--- config.mk ---
export PLATFORM = sky130hd
export DESIGN_NAME = wave_scheduler_flat
export DESIGN_NICKNAME = d
export VERILOG_FILES = /design/src/rtl/wave_scheduler_if.sv /design/src/rtl/wave_scheduler.sv /design/src/flat_wrapper.sv
export SDC_FILE = /design/constraint.sdc
export NUM_CORES = 1
export LEC_CHECK = 0
export ABC_AREA = 1
export CAP_MARGIN = 30
export CORE_MARGIN = 5
export CORE_UTILIZATION = 51
export CTS_CLUSTER_DIAMETER = 120
export DETAILED_ROUTE_END_ITERATION = 8
export MAX_ROUTING_LAYER = met4
export PLACE_DENSITY = 0.77
export SYNTH_ARGS = -nofsm -noshare
export SYNTH_HDL_FRONTEND = slang
export SYNTH_SLANG_ARGS = --single-unit
--- constraint.sdc ---
create_clock -name clk -period 3.4 [get_ports clk]
set_input_delay 0.68 -clock clk [delete_from_list [all_inputs] [get_ports clk]]
set_output_delay 0.68 -clock clk [all_outputs]
set_load 0.03 [all_outputs]
--- src/rtl/wave_scheduler_if.sv ---
`timescale 1ns/1ps
// Control and status bundle between the game top level and the wave scheduler.
interface wave_scheduler_if;
  logic       game_en;
  logic       playing;
  logic       restart;
  logic       box_dropped;
  logic       collision;
  logic [9:0] obstacle_speed;
  logic [9:0] green_speed;
  logic       spawn_obstacle;
  logic       spawn_green;
  logic [3:0] wave_num;
  logic [1:0] phase;
  logic [7:0] countdown;

  modport master (
    output game_en, playing, restart, box_dropped, collision,
    input  obstacle_speed, green_speed, spawn_obstacle, spawn_green,
           wave_num, phase, countdown
  );

  modport slave (
    input  game_en, playing, restart, box_dropped, collision,
    output obstacle_speed, green_speed, spawn_obstacle, spawn_green,
           wave_num, phase, countdown
  );
endinterface

--- src/rtl/wave_scheduler.sv ---
`timescale 1ns/1ps
// Wave progression: intro countdown, active spawning, deposit-driven wave
// completion, cooldown, and per-wave speed / spawn-interval scaling.
module wave_scheduler #(
  parameter int BASE_OBST_SPEED   = 5,
  parameter int BASE_GREEN_SPEED  = 6,
  parameter int SPEED_STEP        = 1,
  parameter int MAX_WAVE          = 15,
  parameter int INTRO_TICKS       = 120,
  parameter int COOLDOWN_TICKS    = 60,
  parameter int DEPOSITS_PER_WAVE = 3,
  parameter int SPAWN_BASE        = 90,
  parameter int SPAWN_STEP        = 5,
  parameter int SPAWN_MIN         = 30
) (
  input  logic            clk,
  input  logic            rst,
  wave_scheduler_if.slave bus
);

  typedef enum logic [1:0] {
    IDLE     = 2'b00,
    INTRO    = 2'b01,
    ACTIVE   = 2'b10,
    COOLDOWN = 2'b11
  } state_t;

  localparam int DEP_W = (DEPOSITS_PER_WAVE < 2) ? 1 : $clog2(DEPOSITS_PER_WAVE + 1);
  localparam logic [DEP_W-1:0] DEP_DONE     = DEP_W'(DEPOSITS_PER_WAVE);
  localparam logic [DEP_W-1:0] DEP_LAST     = DEP_W'(DEPOSITS_PER_WAVE - 1);
  localparam logic [7:0]       INTRO_LOAD   = 8'(INTRO_TICKS - 1);
  localparam logic [7:0]       COOL_LOAD    = 8'(COOLDOWN_TICKS - 1);
  localparam logic [3:0]       WAVE_CAP     = 4'(MAX_WAVE);
  localparam logic [31:0]      SPAWN_BASE_U = 32'(SPAWN_BASE);
  localparam logic [31:0]      SPAWN_MIN_U  = 32'(SPAWN_MIN);

  state_t           state_reg, state_next;
  logic [7:0]       countdown_reg, countdown_next;
  logic [3:0]       wave_reg, wave_next;
  logic [15:0]      spawn_cnt_reg, spawn_cnt_next;
  logic [DEP_W-1:0] deposit_reg, deposit_next;
  logic             green_turn_reg, green_turn_next;
  logic             collision_q_reg, collision_q_next;
  logic             spawn_obst_reg, spawn_obst_next;
  logic             spawn_green_reg, spawn_green_next;
  logic [9:0]       obst_speed_reg, obst_speed_next;
  logic [9:0]       green_speed_reg, green_speed_next;

  logic [31:0] spawn_cut;
  logic [15:0] interval_m1;
  logic        collision_rise;
  logic        wave_closing;

  // Interval floor is tested before subtracting so late waves never wrap.
  always_comb begin
    spawn_cut = 32'(wave_reg) * 32'(SPAWN_STEP);
    if (SPAWN_BASE_U <= SPAWN_MIN_U + spawn_cut) begin
      interval_m1 = 16'(SPAWN_MIN_U - 32'd1);
    end else begin
      interval_m1 = 16'(SPAWN_BASE_U - spawn_cut - 32'd1);
    end
  end

  assign collision_rise = bus.collision & ~collision_q_reg;
  assign wave_closing   = bus.box_dropped && (deposit_reg == DEP_LAST);

  always_ff @(posedge clk or posedge rst) begin
    if (rst) begin
      state_reg       <= IDLE;
      countdown_reg   <= '0;
      wave_reg        <= '0;
      spawn_cnt_reg   <= '0;
      deposit_reg     <= '0;
      green_turn_reg  <= 1'b0;
      collision_q_reg <= 1'b0;
      spawn_obst_reg  <= 1'b0;
      spawn_green_reg <= 1'b0;
      obst_speed_reg  <= 10'(BASE_OBST_SPEED);
      green_speed_reg <= 10'(BASE_GREEN_SPEED);
    end else begin
      state_reg       <= state_next;
      countdown_reg   <= countdown_next;
      wave_reg        <= wave_next;
      spawn_cnt_reg   <= spawn_cnt_next;
      deposit_reg     <= deposit_next;
      green_turn_reg  <= green_turn_next;
      collision_q_reg <= collision_q_next;
      spawn_obst_reg  <= spawn_obst_next;
      spawn_green_reg <= spawn_green_next;
      obst_speed_reg  <= obst_speed_next;
      green_speed_reg <= green_speed_next;
    end
  end

  always_comb begin
    state_next       = state_reg;
    countdown_next   = countdown_reg;
    wave_next        = wave_reg;
    spawn_cnt_next   = spawn_cnt_reg;
    deposit_next     = deposit_reg;
    green_turn_next  = green_turn_reg;
    collision_q_next = collision_q_reg;
    spawn_obst_next  = 1'b0;
    spawn_green_next = 1'b0;
    // Speeds trail wave_num by one clock.
    obst_speed_next  = 10'(BASE_OBST_SPEED + int'(wave_reg) * SPEED_STEP);
    green_speed_next = 10'(BASE_GREEN_SPEED + int'(wave_reg) * SPEED_STEP);

    if (bus.restart) begin
      state_next       = IDLE;
      countdown_next   = '0;
      wave_next        = '0;
      spawn_cnt_next   = '0;
      deposit_next     = '0;
      green_turn_next  = 1'b0;
      collision_q_next = 1'b0;
    end else if (bus.playing) begin
      collision_q_next = bus.collision;
      case (state_reg)
        IDLE: begin
          if (bus.game_en) begin
            state_next     = INTRO;
            countdown_next = INTRO_LOAD;
          end
        end
        INTRO: begin
          if (bus.game_en) begin
            if (countdown_reg == 8'd0) begin
              state_next = ACTIVE;
            end else begin
              countdown_next = countdown_reg - 8'd1;
            end
          end
        end
        ACTIVE: begin
          if (deposit_reg == DEP_DONE) begin
            state_next      = COOLDOWN;
            countdown_next  = COOL_LOAD;
            deposit_next    = '0;
            spawn_cnt_next  = '0;
            green_turn_next = 1'b0;
            wave_next       = (wave_reg >= WAVE_CAP) ? WAVE_CAP : wave_reg + 4'd1;
          end else begin
            if (bus.box_dropped) begin
              deposit_next = deposit_reg + 1'b1;
            end
            // A fresh collision grants a full spawn interval of grace.
            if (collision_rise) begin
              spawn_cnt_next = '0;
            end else if (bus.game_en) begin
              if (spawn_cnt_reg == interval_m1) begin
                spawn_cnt_next = '0;
                if (!wave_closing) begin
                  spawn_obst_next  = 1'b1;
                  spawn_green_next = ~green_turn_reg;
                  green_turn_next  = ~green_turn_reg;
                end
              end else begin
                spawn_cnt_next = spawn_cnt_reg + 16'd1;
              end
            end
          end
        end
        COOLDOWN: begin
          if (bus.game_en) begin
            if (countdown_reg == 8'd0) begin
              state_next     = INTRO;
              countdown_next = INTRO_LOAD;
            end else begin
              countdown_next = countdown_reg - 8'd1;
            end
          end
        end
        default: state_next = IDLE;
      endcase
    end
  end

  always_comb begin
    bus.phase          = state_reg;
    bus.countdown      = countdown_reg;
    bus.wave_num       = wave_reg;
    bus.spawn_obstacle = spawn_obst_reg;
    bus.spawn_green    = spawn_green_reg;
    bus.obstacle_speed = obst_speed_reg;
    bus.green_speed    = green_speed_reg;
  end

endmodule
--- src/flat_wrapper.sv ---
// flat-port wrapper written by rule: the top's interface ports become plain ports
module wave_scheduler_flat 
#(
  parameter int BASE_OBST_SPEED   = 5,
  parameter int BASE_GREEN_SPEED  = 6,
  parameter int SPEED_STEP        = 1,
  parameter int MAX_WAVE          = 15,
  parameter int INTRO_TICKS       = 120,
  parameter int COOLDOWN_TICKS    = 60,
  parameter int DEPOSITS_PER_WAVE = 3,
  parameter int SPAWN_BASE        = 90,
  parameter int SPAWN_STEP        = 5,
  parameter int SPAWN_MIN         = 30
)
  (clk, rst, bus_game_en, bus_playing, bus_restart, bus_box_dropped, bus_collision, bus_obstacle_speed, bus_green_speed, bus_spawn_obstacle, bus_spawn_green, bus_wave_num, bus_phase, bus_countdown);
  wave_scheduler_if bus_i ();
  input  logic clk;
  input  logic rst;
  input wire logic [$bits(bus_i.game_en)-1:0] bus_game_en;
  input wire logic [$bits(bus_i.playing)-1:0] bus_playing;
  input wire logic [$bits(bus_i.restart)-1:0] bus_restart;
  input wire logic [$bits(bus_i.box_dropped)-1:0] bus_box_dropped;
  input wire logic [$bits(bus_i.collision)-1:0] bus_collision;
  output wire logic [$bits(bus_i.obstacle_speed)-1:0] bus_obstacle_speed;
  output wire logic [$bits(bus_i.green_speed)-1:0] bus_green_speed;
  output wire logic [$bits(bus_i.spawn_obstacle)-1:0] bus_spawn_obstacle;
  output wire logic [$bits(bus_i.spawn_green)-1:0] bus_spawn_green;
  output wire logic [$bits(bus_i.wave_num)-1:0] bus_wave_num;
  output wire logic [$bits(bus_i.phase)-1:0] bus_phase;
  output wire logic [$bits(bus_i.countdown)-1:0] bus_countdown;
  assign bus_i.game_en = bus_game_en;
  assign bus_i.playing = bus_playing;
  assign bus_i.restart = bus_restart;
  assign bus_i.box_dropped = bus_box_dropped;
  assign bus_i.collision = bus_collision;
  assign bus_obstacle_speed = bus_i.obstacle_speed;
  assign bus_green_speed = bus_i.green_speed;
  assign bus_spawn_obstacle = bus_i.spawn_obstacle;
  assign bus_spawn_green = bus_i.spawn_green;
  assign bus_wave_num = bus_i.wave_num;
  assign bus_phase = bus_i.phase;
  assign bus_countdown = bus_i.countdown;
  wave_scheduler #(.BASE_OBST_SPEED(BASE_OBST_SPEED), .BASE_GREEN_SPEED(BASE_GREEN_SPEED), .SPEED_STEP(SPEED_STEP), .MAX_WAVE(MAX_WAVE), .INTRO_TICKS(INTRO_TICKS), .COOLDOWN_TICKS(COOLDOWN_TICKS), .DEPOSITS_PER_WAVE(DEPOSITS_PER_WAVE), .SPAWN_BASE(SPAWN_BASE), .SPAWN_STEP(SPAWN_STEP), .SPAWN_MIN(SPAWN_MIN)) u_core (.clk(clk), .rst(rst), .bus(bus_i));
endmodule
==> out/metrics.csv, run 1 <==
metric;value;unit
ys_async_sr_fraction;1.00;
synth_cells;450;
critPathLaunchType;register;
synth_area_per_cell;7.88;um2
synthMuxAreaShare;0;
cp_max_fo;6;
grt_pass1_vias;2968;
status;finished clean;
clk_latency;0.31;ns
synth-xor-area-share;0.0515;
clkSinkCount;46;
io_buffers;32;
antenna_found_initial;0;
synthAdderAreaFrac;0.0904;
largest_reg_flops;16;
drc;0;
period_share;0.990;
min_path_type;reg2reg;
synth_area;3540;um2
synth_top_family_by_area;simple AND/OR/NAND/NOR gates;
grt_overflow;0;
synth_compound_area_frac;0.121;
coreArea;6790;um2
fin_tns_setup;0;ns
yosys.cell_count.top_type;nand2_1;
cts_buffers;5;
finalCriticalPeriod;3.36;ns
synthSimpleGateAreaFrac;0.303;
synth_seq_cells;46;
worst_clock_skew;0.0118;ns
synthTopCellsByArea;dfrtp_1 (30%), nand2_1 (11%), ha_1 (8.5%);
drtIter0Drc;193;
slew_violations;0;
synth.top_cell.area_share;0.297;
ir_drop;0.530;mV
total_power;2.54;mW
setup_violations;0;
io_pins;43;
drive_gt1_frac;0.195;
rows;30;
gp_congestion;0.902;
drt_pre_antenna_iters;4;
ys_seq_area_frac;0.326;
yosysTopAreaCell;dfrtp_1;
cp_data_arrival_time;3.54;ns
yosys-top-cells-count;nand2_1 (101), inv_1 (59), dfrtp_1 (42);
die_h;93.4;um
dp_cells;580;
max_freq;297;MHz
die_area;8720;um2
synth_warnings;0;
critPathMostFrequentCell;nand2_1;
hold_viol;0;
synth_top_flop_cell;dfrtp_1;
p_leak;1.97;nW
die_w;93.4;um
totalWireLength;7620;um
grt_usage;0.195;
crit_chain;ha_4 > ha_4 > fa_2 > nand2_2 > nor2_2 > nand2_1 > nand2_1 > nand2_2 > inv_2 > nand3_2 > ha_4 > nand2_1 > nand2_1 > nand2_1 > inv_1 > nand2_1 > nor2_2 > nand2_2 > nor2_4 > nand2_4 > nand3_4 > o22ai_2;
num_vias;2986;
end_kind;register;
required;3.58;ns
clk_pin_slew;0.10;ns
final_cells;589;
slowest_stage;fa_2;
insertedDiodeCount;0;
final_antenna_net_count;0;
grt_max_degree;33;
cts_tree;built;
slowest_delay;0.60;ns
synth-edff-count;0;
post-route-util;0.612;
start_util;0.522;
cts_buffer_depth;2;
h-tree-depth;2;
rsz0062_at_grt;yes;
root_buffer;clkbuf_8;
synth_cell_types;47;
grt_pass1_wl;13500;um
syn_to_final_growth;17.4;%
wl_per_cell;12.9;um
hold_buffers;0;
via_per_inst;5.07;
powerDensity;611;nW/um2
hpwl;5690;um
nets;524;
drv_cap;0;
criticalPathCategory;reg2reg;
[report_power, final]
group / total, mW / switching, mW / internal [mW] / leakage [nW]
clock: 0.424 / 0.205 / 0.219 / 0.0504
sequential: 0.743 / 0.0818 / 0.661 / 0.607
combinational: 1.38 / 0.864 / 0.512 / 1.31
total: 2.54 / 1.15 / 1.39 / 1.97
[metrics by stage]
stage | hold WS (ns) | area, um2 | worst slack (ns)
after global routing | 0.520 | 4160 | -0.109
after floorplan | 0.442 | 3580 | 0.0109
after global placement | 0.454 | 3960 | 0.127
after CTS | 0.487 | 4090 | 0.00508
after detailed placement | 0.464 | 3980 | 0.0270
final | 0.489 | 4160 | 0.0350
[worst paths after layout]
path | start | cells past startpoint | end | slack [ns]
max reg2reg | u_core.bus.wave_num[3] | 22 | u_core.spawn_cnt_reg[14] | 0.04
min | u_core.collision_q_reg | 2 | u_core.collision_q_reg | 0.49
min in group asynchronous | rst | 2 | u_core.bus.countdown[3] | 0.64
max | u_core.bus.wave_num[3] | 22 | u_core.spawn_cnt_reg[14] | 0.04
min reg2reg | u_core.collision_q_reg | 2 | u_core.collision_q_reg | 0.49
max in group asynchronous | rst | 3 | u_core.bus.obstacle_speed[0] | 2.20
[layer usage]
metal,GRT usage,wire [um],vias to the layer above
li1,-,-,1510
met1,0.246,3450,1397
met2,0.326,3750,65
met3,0.0257,317,14
met4,0.0562,104,0
met5,-,0,-
[timing repair]
action,4_1_cts,5_1_grt
resized for setup,0,11
setup buffers,0,1
setup endpoints to repair,0,19
[area by class of cell]
cell class | instances | area [um2]
fillers | 578 | 2630
multi-input cells | 330 | 2110
flip-flops and latches | 46 | 1160
repair buffers | 42 | 408
inverters | 67 | 256
well taps | 96 | 120
clock buffers | 5 | 68.8
clock inverters | 3 | 45.0
[critical path: cells and delay by family, from the launching register on]
family / cells / cell delay [ns]
flip-flops: 1 / 0.42
AO/OA/AOI/OAI: 1 / 0.08
buffers and inverters: 2 / 0.12
AND/OR/NAND/NOR: 15 / 1.31
adder cells (fa/ha/maj): 4 / 1.29
[logic make-up (layout without fill, tap and decap cells)]
group	after synthesis	in the layout
compound gates	61	61
simple gates	214	214
fa+ha+maj	25	25
buf+inv	83	117
flops	46	46
other cells	1	10
xor+xnor	20	20
[cells in the final DEF (no fill, tap or decap), types with 4 or more instances in the layout]
cell type / netlist / final
a21oi_1: 18 / 18
a21oi_2: 10 / 10
buf_4: 11 / 9
clkbuf_8: 0 / 5
clkdlybuf4s50_1: 0 / 32
conb_1: 1 / 10
dfrtp_1: 42 / 42
dfstp_2: 4 / 4
ha_1: 24 / 21
inv_1: 59 / 58
inv_2: 7 / 8
nand2_1: 101 / 99
nand2_2: 11 / 13
nand2_4: 8 / 8
nand3_1: 30 / 27
nand3_2: 1 / 4
nand4_1: 4 / 4
nor2_1: 31 / 30
nor2_2: 4 / 5
nor2_4: 4 / 4
nor3_1: 9 / 9
o21ai_0: 8 / 8
o22ai_1: 7 / 7
o22ai_2: 5 / 5
xor2_1: 16 / 16
No activity file was read; power rests on OpenSTA's default activity.
==> run 2, diff against run 1 <==
Settings changed: REMOVE_ABC_BUFFERS set to 1, SETUP_SLACK_MARGIN set to 0.4.
==> run 2 against run 1 <==
  * Combinational power about the same
  * Wire length down 1.1%
  * Clock power down 3%
  * Design area up 1.8%
  * Clock-buffer cell count up 1
  * Via count up 0.70%
  * Register-to-register slack better by 0.08 ns
  * Die area unchanged
  * Largest power group unchanged
  * Highest routed layer unchanged
==> out/metrics.csv, run 2 (synthesis results as in run 1) <==
metric;value;unit
status;finished clean;
min_to;u_core.collision_q_reg;
min_delay_path_depth;2;
start_util;0.522;
whs;0.482;ns
p_sw_frac;0.449;
seqPwrFrac;0.291;
die_w;93.4;um
drc;0;
grt_max_degree;20;
nets;532;
die_h;93.4;um
min_path_type;reg2reg;
rows;30;
grt_pass1_wl;13600;um
final_antenna_net_count;0;
hpwl;5720;um
max_freq;305;MHz
rr_startpoint;u_core.bus.wave_num[1];
criticalPathCategory;reg2reg;
wl_per_cell;12.6;um
h-tree-depth;2;
fillers;571;
ir_drop;0.541;mV
worst_pin_slew;0.505;ns
drv_cap;0;
comb_power_share;0.548;
worst_clock_skew;0.00881;ns
io_pins;43;
critPathLaunchType;register;
hold_buffers;0;
io_buffers;32;
root_buffer;clkbuf_8;
via_per_inst;5.04;
p_int;1.41;mW
reg2reg_to;u_core.spawn_cnt_reg[14];
hp-start;u_core.collision_q_reg;
drive_gt1_frac;0.212;
cts_buffers;5;
largest_reg_flops;16;
slew_violations;0;
cts_tree;built;
grt_usage;0.193;
syn_to_final_growth;19.5;%
clkSinkCount;46;
r2r_slack;0.12;ns
maxSlewHeadroom;0.663;
finalCriticalPeriod;3.28;ns
die_area;8720;um2
p_leak;2.00;nW
period_share;0.965;
setup_violations;0;
totalWireLength;7540;um
final_common_cell;nand2_1;
antenna_found_initial;0;
hold_viol;0;
coreArea;6790;um2
grt_overflow;0;
insertedDiodeCount;0;
power_switching;1.15;mW
clkPwrFrac;0.161;
cts_buffer_depth;2;
fin_tns_setup;0;ns
drtIter0Drc;198;
powerDensity;603;nW/um2
end_kind;register;
mostFrequentLayoutCells;nand2_1 (96), inv_1 (56), dfrtp_1 (42);
worstRegToRegCells;21;
clk_latency;0.30;ns
clk_pin_slew;0.09;ns
num_vias;3007;
gp_congestion;0.907;
drt_pre_antenna_iters;5;
required;3.57;ns
grt_pass1_vias;3022;
rsz0062_at_grt;yes;
cp_max_fo;6;
cp_data_arrival_time;3.45;ns
## run 2: changes by cell type in the layout (fill, tap and decap cells not counted)
cell,change
buf_12,-1
buf_16,+1
buf_4,+7
buf_6,+1
clkbuf_1,+1
clkinv_1,+1
clkinvlp_4,-1
inv_1,-2
inv_2,+1
nand2_1,-3
nand2_2,+2
nand2_4,+1
nand3_1,+1
nand3_2,-1
## run 2: power by group through the flow
stage	Sequential (mW)	Combinational, mW	Clock (mW)
finish	0.743	1.40	0.412
global route	0.761	1.56	0.443
CTS	0.740	1.37	0.419
detailed placement	0.751	1.35	0
global placement	0.747	1.32	0
floorplan	0.919	0.801	0
## run 2: worst max path at each step
stage	depth (start not counted)	startpoint	endpoint
5_1_grt	21	u_core.bus.wave_num[1]	u_core.spawn_cnt_reg[14]
3_5_place_dp	22	u_core.bus.wave_num[1]	u_core.spawn_cnt_reg[14]
2_1_floorplan	22	u_core.bus.wave_num[3]	u_core.spawn_cnt_reg[14]
6_report	21	u_core.bus.wave_num[1]	u_core.spawn_cnt_reg[14]
4_1_cts	22	u_core.bus.wave_num[3]	u_core.spawn_cnt_reg[1]
3_3_place_gp	22	u_core.bus.wave_num[1]	u_core.spawn_cnt_reg[14]
## run 2: through the flow
| step | instance area, um2 | setup slack, ns | total power [mW] | instances | utilization |
|---|---|---|---|---|---|
| 3_3_place_gp | 3960 | 0.121 | 2.07 | 580 | 0.583 |
| 6_report | 4240 | 0.119 | 2.55 | 597 | 0.623 |
| 2_1_floorplan | 3460 | -0.118 | 1.72 | 443 | - |
| 3_5_place_dp | 3990 | 0.00443 | 2.11 | 581 | 0.587 |
| 4_1_cts | 4170 | 0.0960 | 2.53 | 594 | 0.614 |
| 5_1_grt | 4240 | -0.0258 | 2.77 | 597 | 0.623 |
## run 2: area by class of cell
cell class | instances | area (um2) | share of cell area
well taps | 96 | 120 | 0.0284
clock inverters | 2 | 37.5 | 0.00886
flip-flops and latches | 46 | 1160 | 0.273
inverters | 67 | 256 | 0.0606
repair buffers | 50 | 479 | 0.113
clock buffers | 6 | 72.6 | 0.0171
multi-input cells | 330 | 2110 | 0.499
## run 2: per-layer routing
metal,vias up,track usage,share of wire
li1,1525,-,-
met1,1407,0.243,0.46
met2,64,0.325,0.49
met3,11,0.0298,0.041
met4,0,0.0476,0.013
met5,-,-,0
## run 2: critical path: stages (launching register included)
cell     delay [ns]
dfrtp_1        0.42
ha_4           0.26
ha_4           0.16
fa_2           0.56
buf_6          0.11
inv_2          0.03
nand2_2        0.07
nand2_4        0.08
nor2_4         0.16
nand3_2        0.12
ha_4           0.29
nand2_2        0.04
nand2_1        0.06
nand2_1        0.04
inv_1          0.04
nand2_1        0.05
nor2_2         0.11
nand2_2        0.06
nor2_4         0.13
nand2_4        0.12
nand3_4        0.13
o22ai_2        0.10
## run 2: timing repair
action / in CTS / in global routing
resized for setup: 7 / 10
endpoints found under the setup margin: 19 / 19
pin swaps: 13 / 17
buffers inserted: 5 / 3
